$ cat config.mk
export PLATFORM = sky130hd
export DESIGN_NAME = load_store_unit
export DESIGN_NICKNAME = d
export VERILOG_FILES = /design/src/rtl/lsu_pkg.sv /design/src/rtl/lsu_byte_lane.sv /design/src/rtl/load_store_unit.sv
export SDC_FILE = /design/constraint.sdc
export NUM_CORES = 1
export LEC_CHECK = 0
export BUFFER_PORTS_ARGS = -buffer_cell sky130_fd_sc_hd__clkbuf_2
export CAP_MARGIN = 5
export CORE_ASPECT_RATIO = 0.5
export CORE_UTILIZATION = 35
export DETAILED_ROUTE_END_ITERATION = 8
export GPL_TIMING_DRIVEN = 0
export PLACE_DENSITY_LB_ADDON = 0.08
export SYNTH_ARGS = -nofsm -noshare
export SYNTH_HDL_FRONTEND = slang
export SYNTH_SLANG_ARGS = --single-unit
$ cat constraint.sdc
create_clock -name clk -period 3.6 [get_ports clk]
set_clock_uncertainty 0.2 [all_clocks]
set_input_delay 0.18 -clock clk [delete_from_list [all_inputs] [get_ports clk]]
set_output_delay 0.18 -clock clk [all_outputs]
set_load 0.03 [all_outputs]
$ cat src/rtl/lsu_pkg.sv
// lsu_pkg: shared size encodings, FSM states and helpers for the load/store unit
package lsu_pkg;
    localparam logic [2:0] SZ_B  = 3'b000;
    localparam logic [2:0] SZ_H  = 3'b001;
    localparam logic [2:0] SZ_W  = 3'b010;
    localparam logic [2:0] SZ_BU = 3'b100;
    localparam logic [2:0] SZ_HU = 3'b101;

    typedef enum logic [2:0] {IDLE, LOAD, STORE_W, RMW_RD, RMW_WR, DONE} state_t;

    function automatic logic [2:0] size_bytes(input logic [2:0] sz);
        return sz[1] ? 3'd4 : sz[0] ? 3'd2 : 3'd1;
    endfunction
endpackage

$ cat src/rtl/lsu_byte_lane.sv
// lsu_byte_lane: extracts/extends load data and merges sub-word store data into a word
module lsu_byte_lane
    import lsu_pkg::*;
(
    input  logic [31:0] word,
    input  logic [1:0]  a,
    input  logic [2:0]  size,
    input  logic [31:0] wd,
    output logic [31:0] ld_val,
    output logic [31:0] st_word
);
    logic [7:0]  b;
    logic [15:0] h;

    assign b = word[{a, 3'b000} +: 8];
    assign h = a[1] ? word[31:16] : word[15:0];

    // load value: pick the addressed lane, then sign- or zero-extend
    always_comb begin
        ld_val = size == SZ_W  ? word :
                 size == SZ_B  ? {{24{b[7]}}, b} :
                 size == SZ_H  ? {{16{h[15]}}, h} :
                 size == SZ_BU ? {24'b0, b} : {16'b0, h};
    end

    // store word: full word replaces everything, sub-words replace only their lane
    always_comb begin
        st_word = word;
        if (size[1])
            st_word = wd;
        else if (size[0])
            st_word[{a[1], 4'b0000} +: 16] = wd[15:0];
        else
            st_word[{a, 3'b000} +: 8] = wd[7:0];
    end
endmodule

$ cat src/rtl/load_store_unit.sv
// load_store_unit: turns core byte/half/word loads and stores into aligned word accesses
module load_store_unit
    import lsu_pkg::*;
#(
    parameter int MEM_BYTES = 1024
) (
    input  logic        clk,
    input  logic        rst,
    input  logic        core_req,
    input  logic        core_we,
    input  logic [2:0]  core_size,
    input  logic [31:0] core_addr,
    input  logic [31:0] core_wd,
    output logic [31:0] core_rd,
    output logic        core_stall,
    output logic        core_fault,
    output logic [31:0] mem_addr,
    output logic        mem_we,
    output logic [31:0] mem_wd,
    input  logic [31:0] mem_rd
);
    state_t      state, state_n;
    logic [2:0]  size_q;
    logic [1:0]  a_q;
    logic [31:0] wd_q, rmw_word, ld_val, st_word;
    logic        legal, mis, range_err, fault;

    lsu_byte_lane u_lane (
        .word    (state == LOAD ? mem_rd : rmw_word),
        .a       (a_q),
        .size    (size_q),
        .wd      (wd_q),
        .ld_val  (ld_val),
        .st_word (st_word)
    );

    // classify the incoming request; the sum is 33 bits so addresses near 2^32 cannot wrap
    always_comb begin
        legal     = core_size inside {SZ_B, SZ_H, SZ_W, SZ_BU, SZ_HU};
        mis       = (core_size[1:0] == 2'b01 && core_addr[0]) ||
                    (core_size[1:0] == 2'b10 && core_addr[1:0] != 2'b00);
        range_err = {1'b0, core_addr} + 33'(size_bytes(core_size)) > 33'(MEM_BYTES);
        fault     = !legal || mis || range_err;
    end

    // next-state logic and memory-side strobes
    always_comb begin
        state_n = state;
        unique case (state)
            IDLE:    if (core_req)
                         state_n = fault ? DONE :
                                   !core_we ? LOAD :
                                   core_size[1:0] == 2'b10 ? STORE_W : RMW_RD;
            LOAD:    state_n = DONE;
            STORE_W: state_n = DONE;
            RMW_RD:  state_n = RMW_WR;
            RMW_WR:  state_n = DONE;
            DONE:    state_n = IDLE;
            default: state_n = IDLE;
        endcase
        core_stall = core_req && state != DONE;
        mem_we     = state == STORE_W || state == RMW_WR;
        mem_wd     = mem_we ? st_word : 32'b0;
    end

    // request latch, aligned address, load result and read-modify-write capture
    always_ff @(posedge clk) begin
        if (rst) begin
            state      <= IDLE;
            size_q     <= '0;
            a_q        <= '0;
            wd_q       <= '0;
            rmw_word   <= '0;
            mem_addr   <= '0;
            core_rd    <= '0;
            core_fault <= 1'b0;
        end else begin
            state <= state_n;
            if (state == IDLE && core_req) begin
                size_q     <= core_size;
                a_q        <= core_addr[1:0];
                wd_q       <= core_wd;
                mem_addr   <= {core_addr[31:2], 2'b00};
                core_fault <= fault;
            end
            if (state == LOAD)
                core_rd <= ld_val;
            if (state == RMW_RD)
                rmw_word <= mem_rd;
        end
    end
endmodule

==> flow_summary.toml, run 1 <==
[sta]
final_hold_viol_count = 0
setup_viol = 0
relSlewSlack_pct = 29.6
finalCriticalPeriod_ns = 3.41
period_share_pct = 94.8
timing.hold.ws_ns = 0.241
grt_setup_unrepaired = "no"
tns_ns = 0
maxSlewViolCount = 0
setup_ws_ns = 0.189
tightest_slew_ns = 1.05
fmax_mhz = 293

[logic_synthesis]
netlist_instances = 1089
synthFlopType = "dfxtp_1"
synth-edff-count = 0
yosysTopAreaCell = "dfxtp_1"
async_flop_share_pct = 0
yosys.cell_types.count = 58
synth_seq_area_share_pct = 35.0
yosysTopAreaCellShare_pct = 35.0
synth.avg_cell_area_sq_um = 7.09
ys_warn_count = 0
syn-cell-area_sq_mm = 0.00772
netlist_top_cells_area = "dfxtp_1, nand2_1, a21oi_1, mux2i_1, o21ai_0"
synth_seq_cells = 135

[worst_setup_path]
required_ns = 3.22
cp_max_fo = 10
crit_chain = "nor3b_4 -> buf_4 -> buf_2 -> mux2i_1 -> o21ai_0 -> nand3_1 -> a21oi_1 -> clkbuf_2"
cpPeakStageDelay_ns = 0.63
worstSetupPathType = "register to output port"
worstSetupEndpointType = "output port"
crit_family = "buffers and inverters"
r2r_slack_ns = 0.28
critPathLaunchType = "register"
cp.arrival_ns = 3.03
path_buf_inv = 3
crit_path_top_delay_cell = "mux2i_1"

[global_routing]
grt-ovfl-total = 0
grt_pass1_wl_microns = 46200
grt.total_usage_pct = 27.2
antenna_found_initial = 0
grt_pass1_vias = 8357
grt_max_degree = 17

[final_layout]
num_antenna_cells = 0
final_cell_mix = "nand2_1, clkbuf_2, a21oi_1, dfxtp_1, dlygate4sd3_1"
synthToLayoutAreaGrowth_pct = 38.2
nets = 1516
layout_commonest_cell = "nand2_1"
drive_above_1_share_pct = 18.6
nFillCells = 2157
finish.cell_count_without_fillers = 1708

[clock_tree]
cts_root_buf = "clkbuf_16"
worst_skew_pair.late_latency_ns = 0.44
clock_sinks = 135
clk_pin_slew_worst_paths_ns = 0.06
cts_buffer_depth = 2
numCtsBuffers = 17
cts_tree = "done"
cts.htree.levels = 4

[placed_design]
io_buffers = 195
place_ws_ns = -0.905
hpwlAfterDp_microns = 23100
gp_congestion = 0.951
dpl.cell_count = 1577

[floorplan]
ios = 202
design.die.area_sq_mm = 0.0227
die_w_microns = 212
die_h_microns = 107
fp-row-count = 37
start_util_pct = 36.6
core_area_sq_mm = 0.0211

[run_status]
status = "completed"

[route]
dr.pass1.iters = 7
vias = 8995
wl_per_cell_microns = 18.1
first_iter_violations = 534
antenna_left = 0
via_per_inst = 5.27
drc_errors = 0
finalWirelength_microns = 30900

[power]
p_leak_nw = 4.26
max-vdd-ir-drop_uv = 280
powerDensity_mw_per_mm2 = 397

[hold_path]
min_path_type = "input port to register"

[run]
maxCapViolCount = 0
-- flip-flops by register name (all words and copies together), names as in the netlist --
signal and flops:
mem_addr 30, core_fault 1, wd_q 32, size_q 3, rmw_word 32, a_q 2, state 3, core_rd 32
-- cell usage after synthesis, types with 5 or more instances --
cell type    n
xor2_1       6
a211oi_1    36
dfxtp_1    135
ha_1         8
a21oi_1    189
mux2i_1     58
buf_2        5
clkbuf_1    75
nor3_1       5
nor2_1      83
o21ai_0     64
nand2_1    267
inv_1        8
nand3_1     36
nand2b_1    26
nand4_1      6
or3_1       11
xnor2_1      5
-- power by group --
part / leakage (nW) / switching (mW) / internal [mW]
Combinational: 2.91 / 0.678 / 0.373
Sequential: 1.10 / 0.0588 / 1.57
Clock: 0.244 / 0.674 / 0.881
Total: 4.26 / 1.41 / 2.82
-- per-stage QoR --
step / area (sq um) / utilization (%) / power, mW
6_report: 10700 / 50.7 / 4.23
3_5_place_dp: 9070 / 43.1 / 2.60
5_1_grt: 10700 / 50.7 / 4.43
3_3_place_gp: 9060 / 43.0 / 2.59
2_1_floorplan: 7720 / - / 2.25
4_1_cts: 10600 / 50.4 / 4.25
-- per-layer routing --
metal  wire [microns]  part of all wire [%]  GRT usage [%]
met3             2550                   8.2           8.35
met2            14100                    46           43.4
met5                0                     0              0
met4              250                  0.81           5.02
met1            14000                    45           36.0
-- cell type report --
cell class	count	area [sq um]	area share, %
Buffer	87	358	3.35
Multi-Input combinational cell	859	4710	44.1
Clock buffer	21	450	4.22
Clock inverter	9	56.3	0.528
Tap cell	292	365	3.42
Inverter	8	30.0	0.281
Timing Repair Buffer	297	2000	18.7
Sequential cell	135	2700	25.3
-- cell families after synthesis --
family | share of synthesized area, %
compound gates | 23.2
xor+xnor | 1.25
fa+ha+maj | 1.30
buf+inv | 4.93
flops | 35.0
mux | 7.52
other cells | 0.0486
simple gates | 26.7
-- worst paths after layout --
kind | from | end | cells after the start
worst min-delay path | rst | state[1] | 2
worst min register to register | wd_q[26] | wd_q[26] | 2
worst max register to register | state[1] | core_rd[24] | 9
worst max-delay path | state[1] | mem_wd[26] | 8
-- repair_timing --
item	CTS	global route
endpoints found under the setup margin	32	40
hold buffers	101	0
endpoints found under the hold margin	128	0
resized for setup	9	16
pin swaps	1	0
setup buffers	1	0
Note: power is estimated with default switching activity, not from simulation.
==> inputs of run 2 (changes only) <==
ABC_AREA = 1   (was not set)
==> flow_summary.toml, run 2 <==
[global_routing]
grt.total_usage_pct = 28.9
grt_pass1_vias = 9443
antenna_found_initial = 0
grt_max_degree = 17
grt-ovfl-total = 0
grt_pass1_wl_microns = 52000

[sta]
final_hold_viol_count = 0
tightest_slew_ns = 0.887
setup_viol = 0
maxSlewViolCount = 0
grt_setup_unrepaired = "yes"
period_share_pct = 99.4
fmax_mhz = 280
finalCriticalPeriod_ns = 3.58
relSlewSlack_pct = 40.2

[final_layout]
multi_input_comb_area_sq_mm = 0.00455
num_antenna_cells = 0
layout_commonest_cell = "nand2_1"
final_cell_mix = "nand2_1, clkbuf_2, o21ai_0, inv_1, a21oi_1"
synthToLayoutAreaGrowth_pct = 38.4
nFillCells = 2305
drive_above_1_share_pct = 17.9
nets = 1677
fin_area_sq_mm = 0.0112
seq_area_sq_mm = 0.00271
top_regs = "core_rd x32, rmw_word x32, wd_q x32"

[clock_tree]
clk_pin_slew_worst_paths_ns = 0.06
cts.htree.levels = 4
clock_sinks = 135
cts_root_buf = "clkbuf_16"
cts_buffer_depth = 2
worst_skew_pair.late_latency_ns = 0.44
numCtsBuffers = 17
cts_tree = "done"

[route]
top_layer_used = "met4"
first_iter_violations = 783
via_per_inst = 5.27
antenna_left = 0
drc_errors = 0
vias = 9895
met2_length_microns = 15200
finalWirelength_microns = 34100
dr.pass1.iters = 5
met3_length_microns = 2150
wl_per_cell_microns = 18.1
wirelength_met1_microns = 16000

[logic_synthesis]
netlist_instances = 1246
synth.most_common_cell = "nand2_1"
synth.avg_cell_area_sq_um = 6.51
yosys.cell_types.count = 43
netlist_top_cells_area = "dfxtp_1, o21ai_0, nand2_1, a21oi_1, inv_1"
synth_common_cells = "nand2_1, o21ai_0, inv_1, dfxtp_1, a21oi_1"
yosysTopAreaCell = "dfxtp_1"
synth_seq_cells = 135
synth_seq_area_share_pct = 33.3
syn-cell-area_sq_mm = 0.00811
synthFlopType = "dfxtp_1"
synth-edff-count = 0
ys_warn_count = 0
async_flop_share_pct = 0
yosysTopAreaCellShare_pct = 33.3

[placed_design]
io_buffers = 197
gp_congestion = 0.970
hpwlAfterDp_microns = 26200
place_area_sq_mm = 0.00953

[worst_setup_path]
critPathLaunchType = "register"
cp_max_fo = 10
crit_chain = "inv_2 -> nor2_4 -> nand2_4 -> buf_6 -> clkbuf_1 -> o21ai_0 -> a221oi_1 -> a2111oi_1 -> clkbuf_2"
worstSetupPathType = "register to output port"
cpPeakStageDelay_ns = 0.75
crit_path_top_delay_cell = "o21ai_0"
required_ns = 3.22
worstSetupEndpointType = "output port"
cp.arrival_ns = 3.20

[floorplan]
start_util_pct = 36.5
fp-row-count = 38
core_area_sq_mm = 0.0222
design.die.area_sq_mm = 0.0238
die_w_microns = 217
ios = 202
die_h_microns = 110

[power]
totalPowerFinal_mw = 5.43
clkPwrFrac_pct = 33.0
switching_share_pct = 38.4
powerDensity_mw_per_mm2 = 484
max-vdd-ir-drop_uv = 291
switching_power_mw = 2.08
p_int_mw = 3.35
p_leak_nw = 5.16
power.combinational.fraction_pct = 35.0
seq_power_share_pct = 32.0

[run]
maxCapViolCount = 0

[hold_path]
min_path_type = "register to register"

[run_status]
status = "completed"
[run 2: cell count changes in the layout (fill, tap and decap cells not counted), moves of 13 or more]
cell / delta
inv_1: +151
o21ai_0: +116
nand2_1: -66
mux2i_1: -55
a21oi_1: -53
nor2_1: +37
a211oi_1: -36
a221oi_1: +31
nand2b_1: -26
o21a_1: +15
nand4_1: +13
[run 2: worst max-delay path, delay by kind of cell, from the launching register on]
family                 cells  cell delay (ns)
AOI/OAI and AO/OA          3             1.46
and+or+nand+nor            2             0.21
DFF                        1             0.36
buffers and inverters      4             0.73
[run 2: final timing paths]
path	start	to	slack (ns)	cells past startpoint
setup / recovery	state[0]	mem_wd[26]	0.02	9
hold / removal	wd_q[27]	wd_q[27]	0.26	2
setup reg to reg	state[2]	mem_addr[28]	0.75	10
hold reg to reg	wd_q[27]	wd_q[27]	0.26	2
[run 2: final cells by class]
type / instances / share of cell area, %
inverters: 165 / 5.55
multi-input cells: 865 / 40.6
clock inverters: 9 / 1.10
well taps: 300 / 3.35
plain buffers: 81 / 3.11
clock buffers: 23 / 4.17
flip-flops and latches: 135 / 24.1
repair buffers: 301 / 18.0
[run 2: logic make-up after synthesis]
family	count (synthesis)	share of synthesized area [%]
fa+ha+maj	8	1.23
compound gates	424	30.3
xor+xnor	7	0.756
other cells	1	0.0463
simple gates	424	22.4
buf+inv	247	11.9
flops	135	33.3
[run 2: per-stage QoR]
step / utilization [%] / setup slack (ns) / hold slack [ns] / TNS, ns / cells
after global placement: 42.9 / -0.757 / 0.244 / -4.66 / 1744
after global routing: 50.5 / -0.0155 / 0.286 / -0.0317 / 1879
final: 50.5 / 0.0225 / 0.263 / 0 / 1879
after floorplan: - / -0.0527 / 0.115 / -0.0527 / 1247
after detailed placement: 42.9 / -0.755 / 0.242 / -4.43 / 1744
after CTS: 50.4 / 0.0119 / 0.263 / 0 / 1878
[run 2: routing by layer]
metal,GRT usage [%],vias to the layer above
met4,9.51,0
met1,38.2,4635
met3,6.58,48
met2,46.5,352
met5,0,-
li1,-,4860
[run 2: what timing repair did]
action | 4_1_cts | 5_1_grt
setup endpoints to repair | 32 | 26
hold buffers | 102 | 0
gates resized for setup | 12 | 6
pin swaps | 0 | 1
setup buffers | 1 | 1
endpoints found under the hold margin | 129 | 0
[run 2: power by group through the flow]
stage	sequential [mW]	clock, mW	combinational, mW
2_1_floorplan	1.96	0	0.957
3_3_place_gp	1.76	0	1.73
3_5_place_dp	1.77	0	1.75
4_1_cts	1.74	1.81	1.86
5_1_grt	1.76	1.88	2.06
6_report	1.74	1.79	1.90
==> inputs of run 3 (changes only) <==
--- a/config.mk
+++ b/config.mk
@@ -13,5 +13,4 @@
 export DETAILED_ROUTE_END_ITERATION = 8
 export GPL_TIMING_DRIVEN = 0
-export PLACE_DENSITY_LB_ADDON = 0.08
 export SYNTH_ARGS = -nofsm -noshare
 export SYNTH_HDL_FRONTEND = slang
==> constraint.sdc (replaced) <==
create_clock -name clk -period 3.6 [get_ports clk]
set_clock_uncertainty 0.2 [all_clocks]
set_input_delay 0.54 -clock clk [delete_from_list [all_inputs] [get_ports clk]]
set_output_delay 0.54 -clock clk [all_outputs]
set_load 0.03 [all_outputs]
==> flow_summary.toml, run 3 (same netlist as run 2, synthesis figures left out) <==
[run_status]
status = "complete, but fails checks"
violations = "setup timing"

[power]
p_leak_nw = 4.74
max-vdd-ir-drop_uv = 241
powerDensity_mw_per_mm2 = 521

[floorplan]
die_h_microns = 110
die_w_microns = 217
design.die.area_sq_mm = 0.0238
ios = 202
fp-row-count = 38
start_util_pct = 36.5
core_area_sq_mm = 0.0222

[clock_tree]
numCtsBuffers = 17
cts.htree.levels = 4
cts_root_buf = "clkbuf_16"
clock_sinks = 135
cts_tree = "done"
cts_buffer_depth = 2
clk_pin_slew_worst_paths_ns = 0.06
worst_skew_pair.late_latency_ns = 0.45

[sta]
fmax_mhz = 277
maxSlewViolCount = 0
final_hold_viol_count = 0
tns_ns = -0.00927
grt_setup_unrepaired = "yes"
period_share_pct = 100
finalCriticalPeriod_ns = 3.61
relSlewSlack_pct = 45.7
setup_viol = 1
setup_ws_ns = -0.00927
tightest_slew_ns = 0.806
timing.hold.ws_ns = 0.140

[worst_setup_path]
required_ns = 2.86
critPathLaunchType = "register"
worstSetupPathType = "register to output port"
cp.arrival_ns = 2.87
crit_chain = "inv_2 -> nor2_4 -> nand2_4 -> buf_6 -> clkbuf_1 -> o21ai_0 -> a21oi_1 -> a2111oi_1 -> clkbuf_2"
worstSetupEndpointType = "output port"
crit_path_top_delay_cell = "o21ai_0"
cpPeakStageDelay_ns = 0.54
cp_max_fo = 10
reg2reg_depth = 10

[placed_design]
hpwlAfterDp_microns = 26200
place_ws_ns = -1.15
io_buffers = 197
gp_congestion = 0.986
dpl.cell_count = 1744

[hold_path]
hold_depth = 3
min_path_type = "input port to register"

[global_routing]
grt.total_usage_pct = 28.2
grt_max_degree = 17
grt_pass1_vias = 9070
antenna_found_initial = 3
grt-ovfl-total = 0
grt_pass1_wl_microns = 50600

[final_layout]
nets = 1574
layout_commonest_cell = "nand2_1"
fin_util_pct = 46.5
nFillCells = 2316
final_cell_mix = "nand2_1, clkbuf_2, o21ai_0, inv_1, a21oi_1"
top_regs = "core_rd x32, rmw_word x32, wd_q x32"
synthToLayoutAreaGrowth_pct = 27.3
drive_above_1_share_pct = 20.5
finish.cell_count_without_fillers = 1778

[route]
drc_errors = 0
wl_per_cell_microns = 18.6
vias = 9587
finalWirelength_microns = 33000
antenna_left = 0
via_per_inst = 5.39
dr.pass1.iters = 8
first_iter_violations = 871

[run]
maxCapViolCount = 0
-- run 3: power breakdown --
group	leakage, nW	internal (mW)	total (mW)	switching (mW)
registers	1.11	1.66	1.75	0.0885
clock network	0.280	1.09	1.77	0.678
logic	3.36	0.524	1.86	1.34
total	4.74	3.27	5.38	2.11
-- run 3: critical path, delay by kind of cell (launching register included) --
| family | cells | cell delay (ns) |
|---|---|---|
| AO/OA/AOI/OAI | 3 | 1.12 |
| AND/OR/NAND/NOR | 2 | 0.20 |
| flip-flops | 1 | 0.37 |
| buffers and inverters | 4 | 0.72 |
-- run 3: final timing paths --
kind                                    from      endpoint  slack, ns
worst max-delay path                state[0]    mem_wd[20]     -0.009
worst max register to register      state[2]  mem_addr[26]       0.79
worst min register to register    core_rd[5]    core_rd[5]       0.26
worst min-delay path            core_addr[2]   mem_addr[2]       0.14
-- run 3: layout make-up --
cell class	instances	area, sq um	share of cell area, %
Multi-Input combinational cell	865	4650	45.0
Sequential cell	135	2710	26.2
Timing Repair Buffer	200	1020	9.89
Inverter	165	624	6.05
Clock buffer	25	495	4.80
Tap cell	300	375	3.64
Buffer	79	353	3.42
Clock inverter	7	92.6	0.897
Antenna cell	2	5.00	0.0485
-- run 3: repair_timing --
item / 4_1_cts / 5_1_grt
endpoints found under the setup margin: 32 / 32
pin swaps: 3 / 2
setup buffers: 3 / 0
gates resized for setup: 20 / 34
hold buffers: 0 / 0
-- run 3: per-layer routing --
| metal | GRT usage [%] | share of wire (%) | wire length, microns |
|---|---|---|---|
| met5 | 0 | 0.039 | 13 |
| met4 | 9.36 | 2.2 | 736 |
| met3 | 8.16 | 8.1 | 2660 |
| met2 | 44.0 | 44 | 14400 |
| met1 | 37.4 | 46 | 15200 |
-- run 3: through the flow --
stage	power, mW	area [sq um]
3_5_place_dp	3.55	9600
3_3_place_gp	3.53	9600
5_1_grt	5.65	10300
6_report	5.38	10300
4_1_cts	5.36	10300
2_1_floorplan	2.94	8240
